`config.mk`:
```
export PLATFORM = sky130hd
export DESIGN_NAME = hazard_ctrl
export DESIGN_NICKNAME = d
export VERILOG_FILES = /design/src/rtl/hazard_ctrl_pkg.sv /design/src/rtl/hazard_ctrl_md_busy_cnt.sv /design/src/rtl/hazard_ctrl.sv
export SDC_FILE = /design/constraint.sdc
export NUM_CORES = 1
export LEC_CHECK = 0
export CAP_MARGIN = 20
export CORE_UTILIZATION = 50
export CTS_CLUSTER_DIAMETER = 50
export DETAILED_ROUTE_END_ITERATION = 7
export DONT_BUFFER_PORTS = 1
export MAX_ROUTING_LAYER = met4
export PLACE_DENSITY_LB_ADDON = 0.15
export SKIP_LAST_GASP = 1
export SYNTH_ARGS = -nofsm -noshare
export SYNTH_HDL_FRONTEND = slang
export SYNTH_SLANG_ARGS = --single-unit
```
`constraint.sdc`:
```
create_clock -name clk -period 3 [get_ports clk]
set_clock_uncertainty 0.2 [all_clocks]
set_input_delay 0.6 -clock clk [delete_from_list [all_inputs] [get_ports clk]]
set_output_delay 0.6 -clock clk [all_outputs]
set_load 0.1 [all_outputs]
```
`src/rtl/hazard_ctrl_pkg.sv`:
```
// Shared CPU constants for the hazard controller: multiply/divide latencies,
// the E-stage md operation encodings and a helper mapping an op to its latency.
package hazard_ctrl_pkg;

  localparam int MD_LAT_MUL = 5;
  localparam int MD_LAT_DIV = 10;

  localparam logic [1:0] MD_OP_MULT  = 2'd0;
  localparam logic [1:0] MD_OP_MULTU = 2'd1;
  localparam logic [1:0] MD_OP_DIV   = 2'd2;
  localparam logic [1:0] MD_OP_DIVU  = 2'd3;

  // Busy-cycle count loaded into the md counter for a given operation.
  function automatic logic [3:0] md_latency(input logic [1:0] op);
    logic [3:0] lat;
    lat = 4'(MD_LAT_MUL);
    case (op)
      MD_OP_MULT, MD_OP_MULTU: lat = 4'(MD_LAT_MUL);
      MD_OP_DIV, MD_OP_DIVU:   lat = 4'(MD_LAT_DIV);
      default:                 lat = 4'(MD_LAT_MUL);
    endcase
    return lat;
  endfunction

endpackage

```
`src/rtl/hazard_ctrl_md_busy_cnt.sv`:
```
// Multiply/divide occupancy counter. A start seen while idle loads the
// operation latency; the count then runs down to zero. Starts arriving while
// the unit is still busy (including the final count-of-1 cycle) are dropped.
module md_busy_cnt
  import hazard_ctrl_pkg::*;
(
  input  logic       clk,
  input  logic       reset,
  input  logic       start,
  input  logic [1:0] md_op,
  output logic [3:0] md_cnt,
  output logic       md_busy
);

  logic [3:0] cnt;

  // Load on an idle start, otherwise count down while non-zero.
  always_ff @(posedge clk) begin
    if (reset) begin
      cnt <= 4'd0;
    end else if (cnt != 4'd0) begin
      cnt <= cnt - 4'd1;
    end else if (start) begin
      cnt <= md_latency(md_op);
    end
  end

  assign md_cnt  = cnt;
  assign md_busy = (cnt != 4'd0);

endmodule

```
`src/rtl/hazard_ctrl.sv`:
```
// Pipeline hazard controller: detects RAW hazards on rs/rt against the E and M
// stages, and structural hazards on the multiply/divide unit, producing a
// zero-latency stall plus a saturating count of stalled cycles.
module hazard_ctrl
  import hazard_ctrl_pkg::*;
(
  input  logic        clk,
  input  logic        reset,
  input  logic [4:0]  D_A1,
  input  logic [4:0]  D_A2,
  input  logic [1:0]  Tuse_rs_D,
  input  logic [1:0]  Tuse_rt_D,
  input  logic        D_is_md,
  input  logic [4:0]  E_A3,
  input  logic [1:0]  T_new_E,
  input  logic        RegWrite_E,
  input  logic [4:0]  M_A3,
  input  logic [1:0]  T_new_M,
  input  logic        RegWrite_M,
  input  logic        E_start,
  input  logic [1:0]  E_md_op,
  output logic        stall,
  output logic        F_en,
  output logic        D_en,
  output logic        E_clr,
  output logic        md_busy,
  output logic [3:0]  md_cnt,
  output logic [31:0] stall_cnt
);

  logic rs_hazard;
  logic rt_hazard;
  logic md_hazard;
  logic [31:0] stall_cnt_q;

  md_busy_cnt u_md_busy_cnt (
    .clk     (clk),
    .reset   (reset),
    .start   (E_start),
    .md_op   (E_md_op),
    .md_cnt  (md_cnt),
    .md_busy (md_busy)
  );

  // A source stalls when a later stage will write it too late for D's use;
  // register 0 never creates a dependency.
  always_comb begin
    rs_hazard = 1'b0;
    rt_hazard = 1'b0;
    md_hazard = 1'b0;
    if (D_A1 != 5'd0) begin
      rs_hazard = (RegWrite_E && (E_A3 == D_A1) && (T_new_E > Tuse_rs_D)) ||
                  (RegWrite_M && (M_A3 == D_A1) && (T_new_M > Tuse_rs_D));
    end
    if (D_A2 != 5'd0) begin
      rt_hazard = (RegWrite_E && (E_A3 == D_A2) && (T_new_E > Tuse_rt_D)) ||
                  (RegWrite_M && (M_A3 == D_A2) && (T_new_M > Tuse_rt_D));
    end
    md_hazard = D_is_md && (md_busy || E_start);
  end

  assign stall = rs_hazard || rt_hazard || md_hazard;
  assign F_en  = ~stall;
  assign D_en  = ~stall;
  assign E_clr = stall;

  // Count stalled cycles, holding at all-ones rather than wrapping.
  always_ff @(posedge clk) begin
    if (reset) begin
      stall_cnt_q <= 32'd0;
    end else if (stall && (stall_cnt_q != 32'hFFFF_FFFF)) begin
      stall_cnt_q <= stall_cnt_q + 32'd1;
    end
  end

  assign stall_cnt = stall_cnt_q;

endmodule

```
Word level (Yosys, flattened, before mapping)
Cells that the tools add are included.
- register bits: 36
- logic and storage cells: 44
- add/sub/neg operators: 2
- $lt $le $gt $ge: 4
- equality and inequality tests: 8
- mux-type cells: 5
- bitwise operators: 1
- reduce and logical (&&, ||, !) cells: 22
- operators with widths (kind ; number):
    adder 32 x 1 -> 32 bit (second input constant) ; 1
    != test 32 bit (second input constant) ; 1
    == test 5 bit ; 4
    logical AND 1 bit ; 10
    nonzero test 5 bit ; 2
    greater-than comparator 2 bit ; 4
    2-to-1 mux 4 bit ; 2
    one-hot mux 4 bit (2 select lines) ; 1
    logical OR 1 bit ; 5
    == test 2 bit (second input constant) ; 2
    nonzero test 4 bit ; 1
    OR reduction 2 bit ; 2
    subtractor 4 x 1 -> 4 bit (second input constant) ; 1
    == test 2 x 1 -> 1 bit (second input constant) ; 1
    zero test 2 bit ; 1
    2-to-1 mux 1 bit ; 2
    nonzero test 2 bit ; 1
    NOT 1 bit ; 1

Logic depth before layout (Yosys ltp)
- word-level depth: 8
- gate-level depth with buffers: 11
- gate-level depth less buffers: 9

Modules after synthesis
From an unflattened synthesis, not the netlist that was laid out.
- cells, all modules: 302
- area, all modules: 2446.1 µm²
- by module, submodules not included (module ; times used ; cells each ; area an instance (µm²) ; seq. area each (µm²)):
    hazard_ctrl ; 1 ; 277 ; 2223.4 ; 640.6
    md_busy_cnt ; 1 ; 25 ; 222.7 ; 80.1

Least setup slack after synthesis
No wires, ideal clock.
- path kind: flip-flop to output port
- start point: register u_md_busy_cnt.cnt[0], in the netlist u_md_busy_cnt.md_cnt[0]
- end point: output port stall
- data arrival time: 4236 ps
- setup slack: -2036 ps
- stages on the path, launching flop included: 11
- path buffers: 3
- path through: dfxtp_1 inv_1 ha_1 nand2_1 nor2_1 and2b_1 nor3_1 buf_2 buf_2 inv_1 buf_4
- longest elaborated chain between the ends: 4
- ends and longest elaborated chain (what ; line ; RTL):
    start, declared ; hazard_ctrl_md_busy_cnt.sv:15 ; logic [3:0] cnt;
    start signal, assigned ; hazard_ctrl_md_busy_cnt.sv:22 ; cnt <= cnt - 4'd1;
    start signal, assigned ; hazard_ctrl_md_busy_cnt.sv:24 ; cnt <= md_latency(md_op);
    nonzero test 4 bit ; hazard_ctrl_md_busy_cnt.sv:29 ; assign md_busy = (cnt != 4'd0);
    named net md_busy ; hazard_ctrl.sv:26 ; output logic md_busy,
    logical OR 1 bit ; hazard_ctrl.sv:59 ; md_hazard = D_is_md && (md_busy || E_start);
    logical AND 1 bit ; hazard_ctrl.sv:59 ;
    logical OR 1 bit ; hazard_ctrl.sv:62 ; assign stall = rs_hazard || rt_hazard || md_hazard;
    end, declared ; hazard_ctrl.sv:22 ; output logic stall,
The timed path passes the listed nets, and every way through them passes these cells.

Worst setup path in the final report
- start point: input port Tuse_rt_D[1]
- end point: output port E_clr
- longest elaborated chain between the ends: 6
- elaborated cells between the ends (all ways): 8
- classes of those cells: 2 x order compare; 1 x mux; 5 x reduce/logical
- ends and longest elaborated chain (what ; line ; RTL):
    start, declared ; hazard_ctrl.sv:12 ; input logic [1:0] Tuse_rt_D,
    greater-than comparator 2 bit (on tied branches) ; hazard_ctrl.sv:56, hazard_ctrl.sv:57 ;
    logical AND 1 bit (on tied branches) ; hazard_ctrl.sv:56, hazard_ctrl.sv:57 ;
    logical OR 1 bit * ; hazard_ctrl.sv:56 ; rt_hazard = (RegWrite_E && (E_A3 == D_A2) && (T_new_E > Tuse_rt_D)) ||
    2-to-1 mux 1 bit * ; hazard_ctrl.sv:55 ; if (D_A2 != 5'd0) begin
    logical OR 1 bit * (2 in a row) ; hazard_ctrl.sv:62 ;
    end, declared ; hazard_ctrl.sv:25 ; output logic E_clr,
Every way passes the cells marked *; elsewhere a longest branch is shown, timed or not.

==> metrics.cfg <==
[status]
outcome = complete, no violations

[setup_path]
cp_top_family = buffers and inverters
worstPathArrival_ps = 2150
critical_path_required_ps = 2200
worstPathCellList = inv_1 > ha_4 > a21boi_1 > nand4_1 > nor4_2 > o22a_1 > nor3_4 > clkinvlp_4 > buf_12
crit_slowest_cell = ha_4
crit_type = input pin to output pin
reg2reg_to = stall_cnt[4]
reg2reg_from = stall_cnt[4]
crit_path_end_kind = output pin
reg2reg_slack_ps = 400
crit_fanout = 3
r2r_cells = 7
path_buf_inv = 3
critPathLaunchType = input pin
slowest_delay_ps = 280

[cts]
cts-root-buf = clkbuf_8
path_clk_slew_ps = 80
numCtsBuffers = 5
cts.htree.levels = 2
ctsHoldBuffers = 0
cts_tree = done
cts_sinks = 36
clkLatencyLatePin_ps = 290
cts_buffer_depth = 2

[min_path]
min_to = stall_cnt[17]
hold_depth = 1
hold_start = reset
hold_path.class = input pin to register

[grt]
grt_max_degree = 39
antenna_found_initial = 0
grt-ovfl-total = 0
grt_pass1_wl_microns = 9940
grt_use_total_pct = 24.9
first_global_vias = 2247

[timing]
tns_ps = 0
fin_crit_sh_pct = 98.2
max_freq_ghz = 0.339
slew_headroom_pct = 59.9
rsz0062_at_grt = yes
drv_slew = 0
worst_pin_slew_ps = 601
hold_viol = 0
setup_violations = 0
min_period_ps = 2950
finalWorstSetupSlack_ps = 54.2

[power_and_ir_drop]
finalPower_w = 0.00183
powerDensity_nw_per_um2 = 600
vdd_drop_max_v = 0.000759
leakagePower_nw = 1.13

[yosys]
yosysWarnings = 0
ys_types = 41
synth-simple-area-share_pct = 28.9
seq_area_frac_synth_pct = 29.8
synth.avg_cell_area_sq_um = 8.37
syn-cell-area_sq_um = 2420
syn-instance-count = 289
synth_mux_area_share_pct = 1.09
synthesis.nets = 336
synth_adder_area_share_pct = 5.69
synth_compound_area_share_pct = 19.4
ys_ff_latch = 36
synth_top_family_by_area = simple AND/OR/NAND/NOR gates
synthXorXnorAreaFrac_pct = 7.96

[layout]
diodes = 0
drive_gt1_share_pct = 29.8
multi_input_area_sq_um = 1620
fillers = 394
final_cell_mix = buf_4, a21oi_1, dfxtp_1
layout.nets = 378
seq_area_sq_um = 744
syn2layout_area_growth_pct = 26.2
final_common_cell = buf_4

[job]
drv_cap = 0

[detailed_routing]
viasPerCell = 6.16
vias = 2365
drtIter0Drc = 143
wl_met2_microns = 2800
wl_met3_microns = 393
drc = 0
top_layer_used = met4
firstDrtPassIters = 7
routed_wl_microns = 5920
m1WireLength_microns = 2650
wl_per_cell_microns = 15.4
detail-route-antenna-nets = 0

[die]
io_pins = 77
die_x_microns = 71.6
core_area_sq_um = 4500
die_area_sq_um = 5120
initial_utilization_pct = 53.7
fp.dieH_microns = 71.6
rows = 24

[placement]
dp_hpwl_microns = 4280
gp_congestion = 0.776
pre_cts_ws_ps = -56.6
port_buffers = 0

## layout make-up
class / instances / share of cell area, %
repair buffers: 53 / 15.0
clock buffers: 7 / 3.20
flip-flops and latches: 36 / 24.4
clock inverters: 1 / 0.164
multi-input cells: 220 / 53.1
inverters: 15 / 1.97
well taps: 52 / 2.13
## per-layer routing
| metal | vias up | track usage (%) |
|---|---|---|
| met5 | - | - |
| met4 | 0 | 7.63 |
| met3 | 12 | 6.33 |
| met2 | 94 | 41.7 |
| met1 | 1086 | 29.6 |
| li1 | 1173 | - |
## power breakdown
part	switching, W	internal [W]
registers	0.0000196	0.000518
logic	0.000625	0.000279
clock network	0.000176	0.000213
total	0.000821	0.00101
## synth_stat cells, drive strengths merged
library cell  number  area share (%)
mux2               2             1.1
nor4               6             1.6
and2b              1            0.31
nor2              12             2.5
nand2             16             2.5
nand3             15             3.3
a21boi             2            0.62
xnor2             15             5.4
and2               3            0.78
o311ai             1             1.1
o21ai              9             1.9
buf               11             3.8
inv               15             2.3
o41ai              3             1.1
o22a               2            0.72
or4b               2            0.83
o31ai             17             5.3
nor3               5             1.5
xor2               7             2.5
nor2b              2            0.52
or3               11             2.8
nand4              8             2.7
a21oi             38             7.9
a211oi             3            0.93
and3               4             1.3
and4               4             1.7
or3b               1            0.36
or4               20             6.2
ha                11             5.7
clkbuf             7             1.1
dfxtp             36              30
## what timing repair did
item,CTS,global route
setup buffers,0,4
gates resized for setup,0,8
endpoints found under the setup margin,0,4
## worst max-delay path by stage
stage / startpoint / slack (ps) / endpoint / depth (start not counted)
6_report: Tuse_rt_D[1] / 50 / E_clr / 9
5_1_grt: Tuse_rt_D[1] / -30 / stall / 9
4_1_cts: T_new_E[0] / 10 / D_en / 9
3_5_place_dp: T_new_E[0] / -60 / stall_cnt[25] / 10
3_3_place_gp: T_new_E[0] / -10 / stall_cnt[25] / 10
2_1_floorplan: D_A1[1] / -550 / stall / 7
## metrics by stage
step / instances / area, sq um / hold WS [ps] / utilization (%)
final: 384 / 3050 / 158 / 67.8
after global routing: 384 / 3050 / 149 / 67.8
after CTS: 380 / 2970 / 155 / 65.9
after detailed placement: 372 / 2870 / 301 / 63.7
after global placement: 372 / 2870 / 293 / 63.7
after floorplan: 289 / 2520 / 471 / -
## state kept, by name, indices dropped and copies added, names as in the netlist
signal,cells
stall_cnt,32
u_md_busy_cnt.md_cnt,4
## cell families (layout without fill, tap and decap cells)
logic type / count (synthesis) / in the layout
DFF: 36 / 36
buffers and inverters: 33 / 76
muxes: 2 / 2
xor gates and xnor gates: 22 / 22
adders and majority gates: 11 / 11
AOI/OAI and AO/OA: 75 / 75
and+or+nand+nor: 110 / 110
Power figures use the tool's default switching activity.
